===== src/rtl/viterbi_pkg.sv =====
// -----------------------------------------------------------------------------
// viterbi_pkg
// Shared definitions for the Viterbi encoder/puncture/decoder chain:
//   - speed encodings (SPEED_R12 = bypass, SPEED_PUNCT = apply pattern)
//   - the puncture FSM state type
//   - per-bit output valid encodings
//   - a small helper that counts the bits a keep mask deletes
// -----------------------------------------------------------------------------
package viterbi_pkg;

  localparam logic SPEED_R12   = 1'b0;
  localparam logic SPEED_PUNCT = 1'b1;

  localparam logic [1:0] VALID_NONE   = 2'b00;
  localparam logic [1:0] VALID_SINGLE = 2'b01;
  localparam logic [1:0] VALID_PAIR   = 2'b11;

  typedef enum logic [1:0] {
    ST_IDLE,
    ST_RUN,
    ST_FLUSH
  } punct_state_e;

  // Number of encoder bits a 2-bit keep mask deletes (0..2).
  function automatic logic [1:0] deleted_bits(input logic [1:0] keep);
    return {1'b0, ~keep[0]} + {1'b0, ~keep[1]};
  endfunction

endpackage


===== src/rtl/viterbi_punct_pattern.sv =====
// -----------------------------------------------------------------------------
// viterbi_punct_pattern
// Pattern index counter and keep-mask generator for the puncturing stage.
// The index advances once per accepted word, wraps after p_speed_size-1 and
// returns to 0 when a frame ends.
//
// Ports:
//   i_clk      clock
//   i_reset    asynchronous active-low reset
//   i_advance  an input word is accepted this cycle
//   i_restart  frame ends this cycle; next word starts at index 0
//   i_speed    effective speed for the current word (0 = keep all bits)
//   o_keep     {keep poly1 bit, keep poly0 bit} for the current word
// -----------------------------------------------------------------------------
module viterbi_punct_pattern
  import viterbi_pkg::*;
#(
  parameter int                      p_speed_size = 3,
  parameter logic [p_speed_size-1:0] p_speed_pol0 = 3'b101,
  parameter logic [p_speed_size-1:0] p_speed_pol1 = 3'b011
) (
  input  logic       i_clk,
  input  logic       i_reset,
  input  logic       i_advance,
  input  logic       i_restart,
  input  logic       i_speed,
  output logic [1:0] o_keep
);

  localparam int IDX_W = (p_speed_size > 1) ? $clog2(p_speed_size) : 1;
  localparam logic [IDX_W-1:0] IDX_LAST = IDX_W'(p_speed_size - 1);

  logic [IDX_W-1:0] idx_q;

  // NOTE: sequential state uses non-blocking assignments so every flop samples
  // pre-edge values; blocking here would create order-dependent simulation.
  always_ff @(posedge i_clk or negedge i_reset) begin
    if (!i_reset) begin
      idx_q <= '0;
    end else if (i_restart) begin
      idx_q <= '0;
    end else if (i_advance) begin
      idx_q <= (idx_q == IDX_LAST) ? '0 : idx_q + IDX_W'(1);
    end
  end

  // NOTE: assigning a default before any condition keeps this block purely
  // combinational; a path that leaves o_keep unassigned would infer a latch.
  always_comb begin
    o_keep = 2'b11;
    if (i_speed == SPEED_PUNCT) begin
      o_keep = {p_speed_pol1[idx_q], p_speed_pol0[idx_q]};
    end
  end

endmodule


===== src/rtl/viterbi_puncture.sv =====
// -----------------------------------------------------------------------------
// viterbi_puncture
// Puncturing stage between viterbi_enc and the modulator. Deletes encoder bits
// according to a per-position keep pattern and repacks the survivors into
// dense 2-bit words (stream order: data[0] before data[1]). Speed 0 bypasses
// the pattern (rate 1/2); speed 1 applies it (rate 3/4 with the defaults).
// Speed is latched on the first word of each frame.
//
// Ports:
//   i_clk       clock
//   i_reset     asynchronous active-low reset
//   i_data      encoder word, [0] = poly0 bit, [1] = poly1 bit
//   i_valid     i_data valid, accepted when o_ready = 1
//   i_last      final word of a frame (with i_valid)
//   i_speed     0 = bypass, 1 = puncture
//   o_ready     block accepts input this cycle (low only while flushing)
//   o_data      packed output, [0] = earlier bit
//   o_valid     2'b11 pair, 2'b01 single trailing bit, 2'b00 idle
//   o_last      final output word of a frame
//   o_drop_cnt  (only with VITERBI_PUNCT_CNT_EN) saturating count of deleted
//               bits since reset
//
// Optional feature macro: VITERBI_PUNCT_CNT_EN
// -----------------------------------------------------------------------------
module viterbi_puncture
  import viterbi_pkg::*;
#(
  parameter int                      p_speed_size = 3,
  parameter logic [p_speed_size-1:0] p_speed_pol0 = 3'b101,
  parameter logic [p_speed_size-1:0] p_speed_pol1 = 3'b011
) (
  input  logic        i_clk,
  input  logic        i_reset,
  input  logic [1:0]  i_data,
  input  logic        i_valid,
  input  logic        i_last,
  input  logic        i_speed,
  output logic        o_ready,
  output logic [1:0]  o_data,
  output logic [1:0]  o_valid,
  output logic        o_last
`ifdef VITERBI_PUNCT_CNT_EN
  ,
  output logic [15:0] o_drop_cnt
`endif
);

  punct_state_e state_q, state_d;
  logic         speed_q;
  logic         eff_speed;
  logic         accept;
  logic [1:0]   keep;

  logic         hold_q, hold_d;
  logic         hold_bit_q, hold_bit_d;
  logic [1:0]   data_d;
  logic [1:0]   valid_d;
  logic         last_d;

  // Hold bit followed by survivors, packed from bit 0 upward.
  logic [2:0]   seq;
  logic [1:0]   cnt;

  assign o_ready   = (state_q != ST_FLUSH);
  assign accept    = i_valid && o_ready;
  // The first word of a frame uses the incoming speed, the rest the latched one.
  assign eff_speed = (state_q == ST_IDLE) ? i_speed : speed_q;

  viterbi_punct_pattern #(
    .p_speed_size (p_speed_size),
    .p_speed_pol0 (p_speed_pol0),
    .p_speed_pol1 (p_speed_pol1)
  ) u_pattern (
    .i_clk     (i_clk),
    .i_reset   (i_reset),
    .i_advance (accept),
    .i_restart ((accept && i_last) || (state_q == ST_FLUSH)),
    .i_speed   (eff_speed),
    .o_keep    (keep)
  );

  always_comb begin
    seq = '0;
    cnt = '0;
    if (hold_q) begin
      seq[0] = hold_bit_q;
      cnt    = 2'd1;
    end
    if (keep[0]) begin
      seq[cnt] = i_data[0];
      cnt      = cnt + 2'd1;
    end
    if (keep[1]) begin
      seq[cnt] = i_data[1];
      cnt      = cnt + 2'd1;
    end
  end

  always_comb begin
    state_d    = state_q;
    hold_d     = hold_q;
    hold_bit_d = hold_bit_q;
    data_d     = '0;
    valid_d    = VALID_NONE;
    last_d     = 1'b0;
    case (state_q)
      ST_FLUSH: begin
        data_d     = {1'b0, hold_bit_q};
        valid_d    = VALID_SINGLE;
        last_d     = 1'b1;
        hold_d     = 1'b0;
        hold_bit_d = 1'b0;
        state_d    = ST_IDLE;
      end
      default: begin
        if (accept) begin
          if (cnt >= 2'd2) begin
            data_d     = seq[1:0];
            valid_d    = VALID_PAIR;
            hold_d     = (cnt == 2'd3);
            hold_bit_d = seq[2];
          end else begin
            hold_d     = (cnt == 2'd1);
            hold_bit_d = seq[0];
          end
          state_d = ST_RUN;
          if (i_last) begin
            // A leftover bit needs its own output cycle; otherwise this word
            // (or an empty marker when everything was deleted) closes the frame.
            if (hold_d) begin
              state_d = ST_FLUSH;
            end else begin
              last_d  = 1'b1;
              state_d = ST_IDLE;
            end
          end
        end
      end
    endcase
  end

  always_ff @(posedge i_clk or negedge i_reset) begin
    if (!i_reset) begin
      state_q    <= ST_IDLE;
      speed_q    <= SPEED_R12;
      hold_q     <= 1'b0;
      hold_bit_q <= 1'b0;
      o_data     <= '0;
      o_valid    <= VALID_NONE;
      o_last     <= 1'b0;
    end else begin
      state_q    <= state_d;
      hold_q     <= hold_d;
      hold_bit_q <= hold_bit_d;
      o_data     <= data_d;
      o_valid    <= valid_d;
      o_last     <= last_d;
      if (accept && (state_q == ST_IDLE)) begin
        speed_q <= i_speed;
      end
    end
  end

`ifdef VITERBI_PUNCT_CNT_EN
  logic [16:0] drop_sum;
  assign drop_sum = {1'b0, o_drop_cnt} + 17'(deleted_bits(keep));

  always_ff @(posedge i_clk or negedge i_reset) begin
    if (!i_reset) begin
      o_drop_cnt <= '0;
    end else if (accept) begin
      o_drop_cnt <= drop_sum[16] ? 16'hFFFF : drop_sum[15:0];
    end
  end
`endif

endmodule


===== config.mk =====
export PLATFORM = sky130hd
export DESIGN_NAME = viterbi_puncture
export DESIGN_NICKNAME = d
export VERILOG_FILES = /design/src/rtl/viterbi_pkg.sv /design/src/rtl/viterbi_punct_pattern.sv /design/src/rtl/viterbi_puncture.sv
export SDC_FILE = /design/constraint.sdc
export NUM_CORES = 1
export LEC_CHECK = 0
export ABC_CLOCK_PERIOD_IN_PS = 3400
export CAP_MARGIN = 40
export CELL_PAD_IN_SITES_DETAIL_PLACEMENT = 1
export CELL_PAD_IN_SITES_GLOBAL_PLACEMENT = 1
export CORE_ASPECT_RATIO = 1.2
export CORE_MARGIN = 2
export CORE_UTILIZATION = 39
export CTS_CLUSTER_DIAMETER = 60
export DETAILED_ROUTE_END_ITERATION = 10
export GPL_ROUTABILITY_DRIVEN = 0
export GPL_TIMING_DRIVEN = 1
export PLACE_DENSITY_LB_ADDON = 0.1
export SYNTH_ARGS = -nofsm -noshare
export SYNTH_HDL_FRONTEND = slang
export SYNTH_SLANG_ARGS = --single-unit

===== constraint.sdc =====
create_clock -name i_clk -period 3.4 [get_ports i_clk]
set_input_delay 0.34 -clock i_clk [delete_from_list [all_inputs] [get_ports i_clk]]
set_output_delay 0.34 -clock i_clk [all_outputs]
set_load 0.05 [all_outputs]

==> impl_metrics.csv, run 1 <==
group,metric,value,unit
run_status,outcome,"completed",
sta,fin_crit,2340,ps
sta,worstMarginPinSlew,548,ps
sta,hold_viol,0,
critical_path,arrival,2000,ps
layout,antenna_cells,0,
placed_design,place_ws,1200,ps
clock_tree,cts_tree,"yes",
synthesis,netlist_area,639,µm²
global_route,antenna_found_initial,0,
critical_path,critPathMaxFanout,7,
drt,avgViaCountPerCell,5.75,
critical_path,crit_path_end_kind,"output port",
clock_tree,h-tree-depth,1,
synthesis,yosysSeqAreaShare,47.0,%
sta,slew_viol_final,0,
clock_tree,ctsHoldBuffers,0,
critical_path,critPathSlowestCell,"clkdlybuf4s50_1",
drt,dr.pass1.iters,4,
critical_path,path_delay_family,"buffers and inverters",
sta,finalCritPeriodShare,68.9,%
layout,layout-drive-gt1-share,8.64,%
placed_design,dp_hpwl,1120,µm
die,rows,16,
pwr,p_comb_share,49.2,%
sta,fmax,0.427,GHz
pwr,finalPower,645,µW
global_route,use_met2,27.3,%
clock_tree,clkLatencyLatePin,270,ps
pwr,p_int,353,µW
clock_tree,clock-sinks,12,
critical_path,crit_buf_inv,3,
pwr,p_sw,292,µW
pwr,p_seq_share,36.9,%
sta,worst_slack,1060,ps
global_route,gr-total-overflow,0,
placed_design,portBuffers,12,
die,start_util,40.4,%
synthesis,synthCells,67,
global_route,grt_start_max_net_pins,17,
global_route,grt_use_met1,24.6,%
global_route,busiest_layer,"met2",
job,maxCapViolCount,0,
synthesis,ys.warnings.count,0,
layout,num-nets-final,92,
die,core,1580,µm²
drt,drc_errors,0,
clock_tree,cts_resized,0,
layout,final_cell_area,801,µm²
layout,fin_util,50.6,%
critical_path,cpPeakStageDelay,720,ps
clock_tree,cts_made_buffers,3,
placed_design,dp.cells,96,
drt,dr.first_iter.drc_count,5,
min_path,hp-class,"input port to asynchronous set/reset pin",
global_route,grt_use_met3,4.13,%
critical_path,start_kind,"register",
global_route,grt_pass1_wl,2480,µm
drt,vias,569,
critical_path,critPathKind,"register to output port",
pwr,irDropWorstVdd,306,µV
global_route,grt_pass1_vias,539,
pwr,clockPowerShare,13.9,%
placed_design,dpl_cell_area,778,µm²
synthesis,synth_nets,76,
clock_tree,clk_pin_slew,80,ps
die,die-width,41.0,µm
sta,setup_violations,0,
pwr,p_per_area,805,nW/µm²
global_route,grtUsageTotal,17.7,%
die,dieHeight,48.4,µm
clock_tree,cts_buffer_depth,2,
pwr,p_leak,0.357,nW
die,fp.dieArea,1980,µm²
drt,finalWirelength,1460,µm
synthesis,ys_ff_latch,12,
drt,postRouteAntennaNets,0,
layout,fin_cells,99,
critical_path,worst-endpoint-required,3060,ps
synthesis,avgSynthCellArea,9.54,µm²
sta,slew_headroom,63.4,%
layout,syn_to_final_growth,25.2,%
sta,rsz0062_at_grt,"false",
synthesis,synth_cell_types,28,
clock_tree,root_buffer,"clkbuf_4",
critical_path,path_cells,"inv_1 -> nor2_2 -> inv_2 -> clkdlybuf4s50_1",
sta,fin_skew,0.698,ps
clock_tree,post-cts-setup-buffers,0,
drt,post_drt_wl_per_cell,14.8,µm
pwr,power_switching_share,45.2,%
sta,holdWs,422,ps
sta,tns,0,ps
die,design.portCount,13,
[sequential cells by signal, summed over array words and instances, names as in the netlist]
signal / cells
hold_bit_q: 1
hold_q: 1
o_data: 2
o_last: 1
o_valid: 2
speed_q: 1
state_q: 2
u_pattern.idx_q: 2
[power by group through the flow]
| stage | logic (mW) | clock network, mW | registers [mW] |
|---|---|---|---|
| 3_5_place_dp | 0.321 | 0 | 0.241 |
| 6_report | 0.317 | 0.0895 | 0.238 |
| 4_1_cts | 0.321 | 0.0913 | 0.239 |
| 3_3_place_gp | 0.315 | 0 | 0.239 |
| 2_1_floorplan | 0.152 | 0 | 0.307 |
| 5_1_grt | 0.351 | 0.0972 | 0.248 |
[worst reg2reg max path, delay by kind of cell, from the launching register on]
kind | cells | cell delay, ps
DFF | 1 | 470
buffers and inverters | 1 | 90
adders and majority gates | 1 | 310
and+or+nand+nor | 2 | 280
AOI/OAI and AO/OA | 3 | 720
[logic make-up after synthesis]
family                   Yosys count  share of synthesized area, %
buffers and inverters              7                          4.11
flip-flops                        12                          47.0
AO/OA/AOI/OAI                     19                          19.4
AND/OR/NAND/NOR                   25                          22.3
adder cells (fa/ha/maj)            2                          3.91
multiplexers                       2                          3.33
[synthesized netlist by cell type]
library cell   n  share of area, %
o211ai_1       1               1.2
nor2_2         1              0.98
nand3_1        6               4.7
o211a_1        1               1.6
a21o_1         3               3.5
a41oi_1        1               1.4
mux2i_1        1               1.6
nand2_1        4               2.3
dfrtp_1       12                47
mux2_2         1               1.8
o21a_1         1               1.2
inv_2          1              0.59
nand2b_1       3               2.9
a31oi_1        1              0.98
a2bb2oi_1      1               1.4
o21ai_1        2               1.6
nand4bb_1      1               1.8
clkbuf_1       1              0.59
inv_1          5               2.9
or3_1          1              0.98
nor3_1         1              0.78
nor3b_2        1               2.0
a21oi_1        6               4.7
nor2_1         3               1.8
nand4_1        3               2.9
o22ai_1        2               2.0
ha_1           2               3.9
nor3b_1        1               1.2
[cells in the final DEF, fill, tap and decap left out]
master and n:
nor2_1 3, ha_1 2, or3_1 1, nor3b_2 1, clkdlybuf4s50_1 12, inv_1 5, a21o_1 3, nand2_1 4
mux2_2 1, o21a_1 1, o211ai_1 1, a31oi_1 1, nor2_2 1, o21ai_1 2, nor3b_1 1, nand4bb_1 1
clkbuf_4 3, mux2i_1 1, nand4_1 3, nand3_1 6, nand2b_1 3, a2bb2oi_1 1, dfrtp_1 12, inv_2 1
a21oi_1 6, a41oi_1 1, o211a_1 1, o22ai_1 2, nor3_1 1
[metal layers]
layer / routed length, µm / up-vias
li1: - / 273
met1: 619 / 283
met2: 778 / 11
met3: 53 / 2
met4: 10 / 0
met5: 0 / -
[path summary, 6_finish.rpt]
path                       startpoint          to  slack [ps]  cells past startpoint
max                        state_q[1]     o_ready        1060                      4
max in group asynchronous     i_reset  state_q[0]        2620                      1
min in group i_clk            speed_q     speed_q         560                      1
max reg2reg                state_q[1]  state_q[1]        1480                      7
min reg2reg                   speed_q     speed_q         560                      1
min                           i_reset   o_data[1]         420                      1
[cell type report]
type | instances | area [µm²]
Timing Repair Buffer | 12 | 120
Multi-Input combinational cell | 48 | 313
Inverter | 6 | 22.5
Sequential cell | 12 | 300
Tap cell | 18 | 22.5
Clock buffer | 3 | 22.5
Fill cell | 192 | 781
No activity file was read; power rests on OpenSTA's default activity.
==> run 2: changes to the inputs <==
Settings changed: ABC_CLOCK_PERIOD_IN_PS 3400 to 1900, CORE_UTILIZATION 39 to 33.
Clock period 3.4 ns to 1.9 ns, I/O delays scaled along.
==> run 2 against run 1 <==
Die area increased by 16%; global-route usage decreased by 0.48 points; flip-flop and latch count unchanged; register-to-register slack got worse by 1300 ps; cell count increased by 8.1%; critical path type is now register to register; critical endpoint is now o_last; largest power group unchanged.
==> impl_metrics.csv, run 2 (synthesized netlist as in run 1, its figures left out) <==
group,metric,value,unit
run_status,outcome,"completed",
sta,holdWs,277,ps
critical_path,start_kind,"register",
global_route,grt_pass1_wl,2820,µm
sta,tns,0,ps
sta,slew_viol_final,0,
critical_path,crit_path_end_kind,"register",
global_route,busiest_layer,"met2",
die,dieHeight,52.2,µm
global_route,use_met2,32.8,%
layout,multi_input_area,322,µm²
layout,num-nets-final,98,
clock_tree,ctsHoldBuffers,0,
sta,slew_headroom,62.2,%
pwr,p_seq_share,32.7,%
placed_design,portBuffers,12,
pwr,p_sw,556,µW
sta,hold_viol,0,
sta,fmax,0.572,GHz
critical_path,r2r_start,"state_q[1]",
pwr,p_int,727,µW
global_route,grt_use_met3,3.10,%
drt,finalWirelength,1660,µm
die,die-width,44.2,µm
drt,post_drt_wl_per_cell,15.5,µm
clock_tree,cts_made_buffers,3,
die,rows,17,
layout,final_cell_mix,"12 x dfrtp_1, 11 x clkdlybuf4s50_1, 7 x buf_4",
pwr,clockPowerShare,16.1,%
sta,rsz0062_at_grt,"false",
die,design.portCount,13,
die,fp.dieArea,2310,µm²
drt,drc_errors,0,
global_route,gr-total-overflow,0,
critical_path,critPathMaxFanout,5,
sta,worstMarginPinSlew,565,ps
pwr,p_per_area,1480,nW/µm²
sta,fin_skew,2.35,ps
global_route,antenna_found_initial,0,
critical_path,rrSetupSlack,150,ps
drt,dr.first_iter.drc_count,5,
layout,fill_cells,205,
global_route,grt_pass1_vias,629,
job,maxCapViolCount,0,
sta,fin_crit,1750,ps
pwr,power_switching_share,43.3,%
pwr,p_comb_share,51.3,%
sta,setup_violations,0,
clock_tree,clk_pin_slew,80,ps
drt,avgViaCountPerCell,5.41,
layout,layout-drive-gt1-share,19.3,%
clock_tree,root_buffer,"clkbuf_4",
global_route,grt_use_met1,17.7,%
drt,dr.pass1.iters,3,
clock_tree,clkLatencyLatePin,270,ps
critical_path,ff2ff_path_depth,7,
die,start_util,35.0,%
clock_tree,clock-sinks,12,
sta,finalCritPeriodShare,92.0,%
die,core,1830,µm²
global_route,grt_start_max_net_pins,13,
pwr,p_leak,0.399,nW
clock_tree,h-tree-depth,1,
layout,final_common_cell,"dfrtp_1",
critical_path,worst-endpoint-required,2110,ps
layout,antenna_cells,0,
global_route,grtUsageTotal,17.2,%
drt,vias,579,
critical_path,critPathKind,"register to register",
critical_path,r2r_end,"o_last",
placed_design,dp_hpwl,1280,µm
clock_tree,cts_tree,"yes",
clock_tree,cts_buffer_depth,2,
pwr,irDropWorstVdd,595,µV
critical_path,arrival,1960,ps
layout,seq_area,300,µm²
layout,syn_to_final_growth,35.6,%
drt,postRouteAntennaNets,0,
min_path,hp-class,"input port to asynchronous set/reset pin",
[run 2: worst max-delay path, stage by stage, from the launching register on]
cell,delay [ps]
dfrtp_1,440
o21a_1,240
o21ai_2,160
inv_1,60
ha_1,320
a21o_1,210
a21o_1,190
nand2_1,70
[run 2: area by class of cell]
class                      instances  share of cell area [%]
multi-input combinational         48                    37.1
tap                               19                    2.74
inverter                           6                    2.60
timing repair buffer              18                    18.8
clock buffer                       4                    4.18
sequential                        12                    34.6
[run 2: how the worst max path moves through the flow]
stage,from,to,slack [ps]
2_1_floorplan,state_q[1],o_last,210
3_3_place_gp,i_speed,o_last,30
3_5_place_dp,i_speed,state_q[1],-20
4_1_cts,state_q[1],state_q[1],140
5_1_grt,state_q[1],state_q[1],6
6_report,state_q[1],o_last,150
[run 2: metrics by stage]
| step | power (mW) | util [%] | area (µm²) | setup WS, ps | std cells |
|---|---|---|---|---|---|
| after floorplan | 0.820 | - | 639 | 215 | 67 |
| after global placement | 1.05 | 44.9 | 822 | 34.5 | 103 |
| after detailed placement | 1.07 | 44.9 | 822 | -18.8 | 103 |
| after CTS | 1.29 | 46.9 | 858 | 138 | 107 |
| after global routing | 1.38 | 47.4 | 867 | 6.07 | 107 |
| final | 1.28 | 47.4 | 867 | 152 | 107 |
[run 2: power by group through the flow]
| stage | logic [mW] | registers [mW] | clock network [mW] |
|---|---|---|---|
| after floorplan | 0.271 | 0.549 | 0 |
| after global placement | 0.635 | 0.420 | 0 |
| after detailed placement | 0.645 | 0.424 | 0 |
| after CTS | 0.650 | 0.419 | 0.217 |
| after global routing | 0.717 | 0.433 | 0.228 |
| final | 0.658 | 0.419 | 0.206 |
[run 2: routing by layer]
layer | wire [µm] | part of all wire (%)
met1 | 688 | 41
met2 | 929 | 56
met3 | 45 | 2.7
met4 | 0 | 0
met5 | 0 | 0
[run 2: repair_timing]
item | in CTS | in global routing
setup endpoints to repair | 0 | 4
buffers inserted | 0 | 0
resized for setup | 0 | 2
==> run 3: changes to the inputs <==
Settings changed: TNS_END_PERCENT set to 30.
==> results of run 3 <==
The final DEF is identical to that of run 2; final timing and power are the same.
